File: src/rtl/ct_pkg.sv
`default_nettype none
// ============================================================================
//  Module   : ct_pkg
//  Purpose  : Shared definitions for the ct_param counter family: MODE
//             encodings and the legal counter width range.
//  Revision : 1.0  initial release
// ============================================================================
package ct_pkg;

  // MODE encodings
  localparam logic [1:0] CT_WRAP    = 2'b00;
  localparam logic [1:0] CT_RELOAD  = 2'b01;
  localparam logic [1:0] CT_ONESHOT = 2'b10;
  localparam logic [1:0] CT_HOLD    = 2'b11;

  // Legal range for the counter width parameter W
  localparam int CT_W_MIN = 2;
  localparam int CT_W_MAX = 16;

endpackage : ct_pkg
`default_nettype wire

File: src/rtl/ct_term.sv
`default_nettype none
// ============================================================================
//  Module   : ct_term
//  Purpose  : Combinational terminal-value detector for ct_param.
//  Ports    : count - current counter value
//             mr    - modulus register
//             mode  - counting mode (ct_pkg encodings)
//             dn    - 1 = counting down
//             term  - 1 when the next enabled edge is a terminal event
//  Revision : 1.0  initial release
// ============================================================================
module ct_term
  import ct_pkg::*;
#(
  parameter int W = 4
) (
  input  logic [W-1:0] count,
  input  logic [W-1:0] mr,
  input  logic [1:0]   mode,
  input  logic         dn,
  output logic         term
);

  always_comb begin
    term = 1'b0;
    if (dn) begin
      term = (count == '0);
    end else begin
      case (mode)
        // In reload mode a count above MR (after a load or after MR was
        // lowered) runs on to all-ones and wraps there, which is also a
        // terminal event.
        CT_RELOAD: term = (count == mr) || (&count);
        default:   term = (&count);
      endcase
    end
  end

endmodule : ct_term
`default_nettype wire

File: src/rtl/ct_param.sv
`default_nettype none
// ============================================================================
//  Module   : ct_param
//  Purpose  : Parameterised cascadable up/down counter with parallel load,
//             programmable modulus and wrap / reload / one-shot / hold modes.
//  Ports    : C      - clock, rising edge
//             notR   - asynchronous active-low reset
//             D      - parallel load data
//             notEWR - active-low synchronous load of D
//             M      - modulus value, written to MR while LDM=1
//             LDM    - modulus register write strobe
//             MODE   - 00 wrap, 01 reload, 10 one-shot, 11 hold
//             DN     - 0 up, 1 down
//             E1, E2 - count enables (E2 is the cascade input)
//             OUT    - registered count
//             CR     - registered one-cycle terminal-count pulse
//             DONE   - registered one-shot expired flag
//  Revision : 1.0  initial release
// ============================================================================
module ct_param
  import ct_pkg::*;
#(
  parameter int W       = 4,   // legal range CT_W_MIN..CT_W_MAX
  parameter int RST_VAL = 0
) (
  input  logic         C,
  input  logic         notR,
  input  logic [W-1:0] D,
  input  logic         notEWR,
  input  logic [W-1:0] M,
  input  logic         LDM,
  input  logic [1:0]   MODE,
  input  logic         DN,
  input  logic         E1,
  input  logic         E2,
  output logic [W-1:0] OUT,
  output logic         CR,
  output logic         DONE
);

  localparam logic [W-1:0] c_max     = {W{1'b1}};
  localparam logic [W-1:0] c_one     = {{(W-1){1'b0}}, 1'b1};
  localparam logic [W-1:0] c_rst_val = W'(RST_VAL);

  logic [W-1:0] r_count;
  logic [W-1:0] r_mr;
  logic         r_cr;
  logic         r_done;

  logic [W-1:0] w_count_nxt;
  logic         w_cr_nxt;
  logic         w_done_nxt;
  logic         w_term;
  logic         w_count_en;

  ct_term #(
    .W (W)
  ) u_term (
    .count (r_count),
    .mr    (r_mr),
    .mode  (MODE),
    .dn    (DN),
    .term  (w_term)
  );

  // An expired one-shot freezes the count until a load or reset.
  assign w_count_en = E1 & E2 & (MODE != CT_HOLD) &
                      ~((MODE == CT_ONESHOT) & r_done);

  always_comb begin
    w_count_nxt = r_count;
    w_cr_nxt    = 1'b0;
    w_done_nxt  = r_done;
    if (!notEWR) begin
      w_count_nxt = D;
      w_done_nxt  = 1'b0;
    end else if (w_count_en) begin
      if (w_term) begin
        w_cr_nxt = 1'b1;
        case (MODE)
          CT_ONESHOT: w_done_nxt  = 1'b1;
          CT_RELOAD:  w_count_nxt = DN ? r_mr : '0;
          default:    w_count_nxt = DN ? c_max : '0;
        endcase
      end else begin
        w_count_nxt = DN ? (r_count - c_one) : (r_count + c_one);
      end
    end
  end

  always_ff @(posedge C or negedge notR) begin
    if (!notR) begin
      r_count <= c_rst_val;
      r_cr    <= 1'b0;
      r_done  <= 1'b0;
    end else begin
      r_count <= w_count_nxt;
      r_cr    <= w_cr_nxt;
      r_done  <= w_done_nxt;
    end
  end

  // The modulus register is written independently of load/count priority.
  always_ff @(posedge C or negedge notR) begin
    if (!notR) begin
      r_mr <= c_max;
    end else if (LDM) begin
      r_mr <= M;
    end
  end

  assign OUT  = r_count;
  assign CR   = r_cr;
  assign DONE = r_done;

endmodule : ct_param
`default_nettype wire
File: config.mk
export PLATFORM = sky130hd
export DESIGN_NAME = ct_param
export DESIGN_NICKNAME = d
export VERILOG_FILES = /design/src/rtl/ct_pkg.sv /design/src/rtl/ct_term.sv /design/src/rtl/ct_param.sv
export SDC_FILE = /design/constraint.sdc
export NUM_CORES = 1
export LEC_CHECK = 0
export CAP_MARGIN = 15
export CORE_UTILIZATION = 29
export CTS_CLUSTER_SIZE = 12
export DETAILED_ROUTE_END_ITERATION = 16
export GPL_TIMING_DRIVEN = 0
export PLACE_DENSITY = 0.57
export SLEW_MARGIN = 20
export SYNTH_ARGS = -nofsm -noshare
export SYNTH_HDL_FRONTEND = slang
export SYNTH_SLANG_ARGS = --single-unit
File: constraint.sdc
create_clock -name C -period 1.95 [get_ports C]
set_clock_uncertainty 0.15 [all_clocks]
set_input_delay 0.39 -clock C [delete_from_list [all_inputs] [get_ports C]]
set_output_delay 0.39 -clock C [all_outputs]
set_load 0.005 [all_outputs]
# ---- Word level (Yosys, flattened, before mapping)
# Cells that the tools add are included.
# Widths: inputs -> output; s select.
dict set report word_totals {
  ff_bits 10
  in_bits 17
  wordCells 40
}
dict set report classes {
  muxes 16
  n_addsub 2
  eq_ne 8
  bitwise_logic 5
  reduce_logical 5
}
# operator n
set ops {}
lappend ops {{$mux 4} 6}
lappend ops {{$mux 1} 9}
lappend ops {{$pmux 4 s2} 1}
lappend ops {{$ne 2x1->1 const B} 3}
lappend ops {{$add 4x1->4 const B} 1}
lappend ops {{$and 1x1->1} 4}
lappend ops {{$eq 4x4->1} 1}
lappend ops {{$logic_not 4->1} 1}
lappend ops {{$reduce_and 4->1} 1}
lappend ops {{$sub 4x1->4 const B} 1}
lappend ops {{$ne 3x3->1 const B} 1}
lappend ops {{$reduce_and 3->1} 1}
lappend ops {{$eq 2x1->1 const B} 1}
lappend ops {{$eq 2x2->1 const B} 1}
lappend ops {{$ne 2x2->1 const B} 1}
lappend ops {{$reduce_and 2->1} 1}
lappend ops {{$logic_or 1x1->1} 1}
lappend ops {{$not 1->1} 1}

# ---- Depth between registers and ports, before layout
# Gate-level depths: netlist of run 1.
dict set report depth {
  depth_word 7
  ltp_mapped 6
}

# ---- By module
# Synthesis of run 1 repeated with hierarchy kept, for this count alone.
dict set report unflattened {
  cells_unflattened 72
  hier_area_um2 723.2
}
# mod area_per_inst_um2 cells_each seq_area_each_um2 instances
set modules_own_cells {}
lappend modules_own_cells {ct_param 644.4 62 255.2 1}
lappend modules_own_cells {ct_term 78.8 10 0.0 1}

# ---- Worst setup path after synthesis of run 1
# No wires, ideal clock.
dict set report synth_path {
  kind {reg-to-reg}
  from {register r_count[0], in the netlist OUT[0]}
  to {register r_count[0], in the netlist OUT[0]}
  stages_incl_launch_ff 5
  path_slack_ns -0.101
  period_less_slack_ns 2.051
  required_ns 1.675
  arrival_ns 1.776
  path_cell_list {dfrtp_1 nor4b_2 nor2_1 a31oi_4 mux2_2}
}
dict set report synth_between {
  elab_chain_len 7
}
# item line_no
set synth_lines {}
lappend synth_lines {{start, declared} ct_param.sv:45} ;# logic [W-1:0] r_count;
lappend synth_lines {{start signal, assigned} ct_param.sv:93} ;# r_count <= c_rst_val;
lappend synth_lines {{start signal, assigned} ct_param.sv:97} ;# r_count <= w_count_nxt;
lappend synth_lines {{parallel branches: the longest is 7 deep, another holds $add 4x1->4} n/a}
# Several ways; the timed one is not identified. The select of a mux whose other input is x is not followed.
# A chain may end at the register's enable or synchronous reset.

# ---- Worst setup path after layout of run 1
dict set report layout_path {
  from {register r_count[2], in the netlist OUT[2]}
  to {register r_count[2], in the netlist OUT[2]}
}
# The elaborated chain is that of the path after synthesis.

==> impl_metrics.ini, run 1 <==
[outcome]
status = complete, but fails checks
violations = setup timing

[worst_setup_path]
crit_family = simple AND/OR/NAND/NOR gates
path_buf_inv = 1
crit_type = flop to flop
crit_chain = nand2_1 > or4_4 > nand4b_1 > buf_4 > o221ai_2 > mux2_4
endpoint_kind = flop
slowest_delay_ps = 520
critPathRequiredTime_ps = 1940
arrival_ps = 1960
worst_path_max_delay_cell = or4_4
start_kind = flop
critPathMaxFanout = 5

[logic_synthesis]
seq_area_frac_synth_pct = 35.6
synth_nets = 86
synth_edf_count = 0
ys.flop_type = dfrtp_1
ys_ff_latch = 10
synth_area_um2 = 717
synth_cells = 66
ys_types = 32
synth_area_per_cell_um2 = 10.9
async_reset_ff_share_pct = 100
yosys_warnings = 0

[timing]
relSlewSlack_pct = 66.9
slew_violations = 0
worst_slack_ps = -15.7
fin_tns_setup_ps = -25.7
final-hold-violation-count = 0
period_needed_ps = 1970
max_freq_mhz = 509
fin_hold_ws_ps = 275
worstMarginPinSlew_ps = 497
finalCritPeriodShare_pct = 101
setup_viol = 3
rsz0062_at_grt = true

[finish]
syn_to_final_growth_pct = 63.4
final_nets = 126
instances_no_fill = 133
ff_latch_area_um2 = 260
diodes = 0
multiInputGateArea_um2 = 495
fill_cells = 217
drive_gt1_share_pct = 46.7

[route]
routedWlPerCell_um = 13.9
ant_nets = 0
vias_per_cell = 4.88
dr.pass1.iters = 3
drt_iter0_drc = 4
drc = 0
postRouteWirelength_mm = 1.85
vias = 649

[die]
io_pins = 23
rows = 17
die_width_um = 51.7
start_util_pct = 31.5
core_area_um2 = 2280
die_h_um = 51.7
dieArea_um2 = 2670

[power]
p_leak_nw = 0.491
ir_drop_mv = 0.547
powerDensity_nw_per_um2 = 1020
total_power_w = 0.00120

[placed_design]
place_congestion = 0.754
numPortBuffers = 22
dp_cells = 116
hpwl_mm = 1.25
place_ws_ps = -722

[global_route]
grt_pass1_vias = 621
grt_usage_pct = 13.7
grt_max_degree = 11
grt_pass1_wl_mm = 2.64
grt_overflow = 0
antenna_found_initial = 0

[clock_tree]
clk_pin_slew_worst_paths_ps = 60
root_buffer = clkbuf_4
worst_skew_pair.late_latency_ps = 260
numCtsBuffers = 3
clock_sinks = 10
htree_levels = 1
clock_path_buffers = 2
cts_tree = built

[run]
drv_cap = 0

[min_path]
hold_class = primary input to async pin
==> sequential cells by signal (all words and copies together), names as in the netlist <==
register	flops
OUT	4
CR	1
r_mr	4
DONE	1
==> worst register-to-register path, cell delays in order (launching register included) <==
cell	delay, ps
dfrtp_2	410
nand2_1	80
or4_4	520
nand4b_1	150
buf_4	150
o221ai_2	90
mux2_4	290
==> cell usage after synthesis, drive strengths merged, types with 2 or more instances <==
cell type  n  share of area, %
o21ai      2               1.4
o211ai     4               4.2
dfrtp      6                21
o221ai     3               3.7
a31oi      2               3.8
dfstp      4                15
ha         2               3.5
xor2       2               2.4
nor2       2               1.0
xnor2      4               4.9
nand2b     2               1.7
mux2       7                11
inv        7               3.7
nor4b      2               4.2
nand2      2               1.0
==> cells by family (layout without fill, tap and decap cells) <==
| family | count (synthesis) | after routing | synth area share, % |
|---|---|---|---|
| muxes | 7 | 7 | 11.0 |
| adders and majority gates | 3 | 3 | 6.28 |
| AOI/OAI and AO/OA | 16 | 16 | 18.3 |
| DFF | 10 | 10 | 35.6 |
| buffers and inverters | 8 | 47 | 4.19 |
| and+or+nand+nor | 16 | 16 | 17.3 |
| xor gates and xnor gates | 6 | 6 | 7.33 |
==> final cells by class <==
| type | count | share of cell area (%) |
|---|---|---|
| buffer | 1 | 0.321 |
| clock buffer | 4 | 3.10 |
| inverter | 7 | 2.24 |
| multi-input combinational | 48 | 42.3 |
| sequential | 10 | 22.2 |
| tap | 28 | 2.99 |
| timing repair buffer | 35 | 26.8 |
==> through the flow <==
stage	cell area [um^2]	util (%)
after floorplan	727	-
after global placement	982	43.2
after detailed placement	982	43.2
after CTS	1070	47.0
after global routing	1170	51.5
final	1170	51.5
==> routing by layer <==
| layer | wire length (um) | global-route usage [%] | vias up |
|---|---|---|---|
| met5 | 0 | 0 | - |
| li1 | - | - | 322 |
| met3 | 59 | 1.17 | 2 |
| met2 | 939 | 23.6 | 12 |
| met4 | 9 | 8.11 | 0 |
| met1 | 843 | 16.4 | 313 |
==> what timing repair did <==
action,CTS,global route
pin swaps,5,9
setup endpoints to repair,6,6
gates resized for setup,6,12
gates cloned,0,0
hold buffers,0,0
setup buffers,6,7
==> worst paths after layout <==
kind	cells past startpoint	start	end	slack (ps)
max reg2reg	6	OUT[2]	OUT[2]	-20
max	6	OUT[2]	OUT[2]	-20
min in group C	1	DONE	DONE	370
max in group asynchronous	1	notR	r_mr[2]	1050
min	1	notR	CR	270
min reg2reg	1	DONE	DONE	370
==> layout by cell type, fill, tap and decap left out, types with 3 or more instances in the layout <==
| master | count |
|---|---|
| xnor2_1 | 3 |
| dfrtp_2 | 4 |
| clkdlybuf4s50_1 | 19 |
| mux2_2 | 4 |
| dlygate4sd2_1 | 3 |
| buf_4 | 13 |
| clkbuf_4 | 3 |
| dfstp_2 | 4 |
| mux2_4 | 3 |
| inv_1 | 4 |
| o211ai_1 | 4 |
| o221ai_2 | 3 |
| inv_2 | 3 |
==> report_power, final <==
part | internal (W) | switching (W) | total, W
clock network | 0.000113 | 0.0000678 | 0.000181
registers | 0.000269 | 0.0000722 | 0.000342
logic | 0.000405 | 0.000270 | 0.000674
total | 0.000787 | 0.000410 | 0.00120
No activity file was read; power rests on OpenSTA's default activity.
==> inputs of run 2 (changes only) <==
--- a/config.mk
+++ b/config.mk
@@ -7,7 +7,7 @@
 export LEC_CHECK = 0
 export CAP_MARGIN = 15
 export CORE_UTILIZATION = 29
-export CTS_CLUSTER_SIZE = 12
+export CTS_CLUSTER_SIZE = 24
 export DETAILED_ROUTE_END_ITERATION = 16
 export GPL_TIMING_DRIVEN = 0
 export PLACE_DENSITY = 0.57
==> results of run 2 <==
The final DEF is identical to that of run 1; final timing and power are the same.
==> inputs of run 3 (changes only) <==
--- a/config.mk
+++ b/config.mk
@@ -6,11 +6,12 @@
 export NUM_CORES = 1
 export LEC_CHECK = 0
 export CAP_MARGIN = 15
-export CORE_UTILIZATION = 29
+export CORE_UTILIZATION = 40
+export CTS_BUF_LIST = sky130_fd_sc_hd__clkbuf_16
 export CTS_CLUSTER_SIZE = 24
 export DETAILED_ROUTE_END_ITERATION = 16
 export GPL_TIMING_DRIVEN = 0
-export PLACE_DENSITY = 0.57
+export PLACE_DENSITY = 0.75
 export SLEW_MARGIN = 20
 export SYNTH_ARGS = -nofsm -noshare
 export SYNTH_HDL_FRONTEND = slang
==> run 3 against run 2 <==
The flow still finishes with violations (setup timing). Critical path depth is 2 lower. Flip-flop and latch count unchanged. Register-to-register slack better by 30 ps. Via count shrank 0.62%. Routed wire length shrank 8.8%. Worst hold slack improved by 32 ps. Power grew 11%. Fmax rose by 0.32%. Worst setup slack better by 6.3 ps. Clock power is 96% higher. Count of clock-buffer cells in the layout down 1. Core utilization is 23 points higher. Largest cell class unchanged.
==> impl_metrics.ini, run 3 (synthesis results as in run 1) <==
[outcome]
status = complete, but fails checks
violations = setup timing

[min_path]
hold_class = primary input to async pin

[route]
postRouteWirelength_mm = 1.69
top_layer_used = met4
dr.pass1.iters = 4
drc = 0
wl_met2_um = 828
vias = 645
routedWlPerCell_um = 13.6
dr_wl_met3_um = 49
drt-met1-wl_um = 762
ant_nets = 0
vias_per_cell = 5.20
drt_iter0_drc = 2

[placed_design]
hpwl_mm = 1.18
place_ws_ps = -684
place_congestion = 0.780
numPortBuffers = 22

[power]
ir_drop_mv = 0.846
pwr-share-comb_pct = 47.4
swShare_pct = 31.1
p_int_w = 0.000917
pwr-share-clk_pct = 26.7
p_seq_share_pct = 25.9
powerDensity_nw_per_um2 = 1130
p_sw_w = 0.000413
p_leak_nw = 0.496

[worst_setup_path]
worst_path_max_delay_cell = or4_4
endpoint_kind = flop
critPathMaxFanout = 5
slowest_delay_ps = 580
timing.rr.end = OUT[1]
rr_startpoint = OUT[1]
crit_type = primary input to flop
arrival_ps = 1920
reg2regPathDepth = 4
crit_chain = dlygate4sd2_1 > or4_4 > a31oi_4 > mux2_4
start_kind = primary input
regToRegSetupSlack_ps = 10
critPathRequiredTime_ps = 1910

[clock_tree]
htree_levels = 1
numCtsBuffers = 3
clock_path_buffers = 2
cts_tree = built
root_buffer = clkbuf_16
cts_hold_buf = 0
clock_sinks = 10
worst_skew_pair.late_latency_ps = 230
clk_pin_slew_worst_paths_ps = 40

[die]
die_width_um = 44.3
io_pins = 23
dieArea_um2 = 1970
die_h_um = 44.3
start_util_pct = 45.0
rows = 14
core_area_um2 = 1590

[timing]
fin_hold_ws_ps = 307
relSlewSlack_pct = 72.7
rsz0062_at_grt = true
setup_viol = 3
max_freq_mhz = 510
worstMarginPinSlew_ps = 409
final-hold-violation-count = 0
worst_slack_ps = -9.45
slew_violations = 0
finalCritPeriodShare_pct = 100
period_needed_ps = 1960

[global_route]
antenna_found_initial = 0
grt_overflow = 0
grt_pass1_vias = 599
grt_max_degree = 11
grt_pass1_wl_mm = 2.66
grt_usage_pct = 19.7

[finish]
fill_cells = 111
diodes = 0
final_nets = 121
final_cell_mix = clkdlybuf4s50_1 (19), buf_4 (7), inv_1 (5)
drive_gt1_share_pct = 40.0
syn_to_final_growth_pct = 64.6
layout.cells.most_common = clkdlybuf4s50_1
ff_latch_area_um2 = 259
multiInputGateArea_um2 = 502

[run]
drv_cap = 0
==> run 3: cell count changes in the layout (fill, tap and decap cells not counted), moves of 3 or more <==
cell       before  now
buf_4          13    7
clkbuf_16       0    3
clkbuf_4        3    0
o221ai_1        0    3
o221ai_2        3    0
==> run 3: critical path: cells and delay by family <==
family | cells | cell delay [ps]
compound gates | 1 | 320
mux | 1 | 330
simple gates | 1 | 580
buf+inv | 1 | 300
==> run 3: stage by stage <==
stage,std cells,setup TNS [ps],instance area (um^2),total power (W),util (%)
6_report,124,-23.4,1180,0.00133,74.0
5_1_grt,124,-217,1180,0.00141,74.0
4_1_cts,121,0,1100,0.00122,69.2
3_5_place_dp,112,-3400,977,0.000801,61.3
3_3_place_gp,112,-3450,977,0.000793,61.3
2_1_floorplan,66,0,727,0.000623,-
==> run 3: metal layers <==
layer / global-route usage [%] / up-vias
li1: - / 313
met1: 24.0 / 312
met2: 30.9 / 15
met3: 3.67 / 5
met4: 14.5 / 0
met5: 0 / -
==> run 3: worst max path at each step <==
stage / startpoint / to / cells past startpoint
after detailed placement: DN / OUT[0] / 6
after global routing: OUT[2] / OUT[0] / 5
after floorplan: OUT[0] / OUT[0] / 4
final: DN / OUT[1] / 4
after global placement: DN / OUT[2] / 6
after CTS: r_mr[2] / OUT[3] / 6
==> run 3: final cells by class <==
cell class / instances / share of cell area (%)
Clock buffer: 3 / 6.36
Multi-Input combinational cell: 48 / 42.5
Sequential cell: 10 / 22.0
Timing Repair Buffer: 30 / 23.8
Inverter: 7 / 2.23
Clock inverter: 1 / 0.318
Tap cell: 24 / 2.55
Buffer: 1 / 0.318
==> run 3: power groups by stage <==
stage                     clock, W  sequential [W]  combinational, W
final                     0.000355        0.000345          0.000630
after global routing      0.000377        0.000353          0.000682
after CTS                 0.000364        0.000350          0.000504
after detailed placement         0        0.000359          0.000442
after global placement           0        0.000354          0.000438
after floorplan                  0        0.000342          0.000281
==> run 3: what timing repair did <==
| item | 4_1_cts | 5_1_grt |
|---|---|---|
| buffers inserted | 5 | 3 |
| pin swaps | 3 | 10 |
| cloned | 0 | 0 |
| setup endpoints to repair | 6 | 6 |
| resized for setup | 8 | 10 |
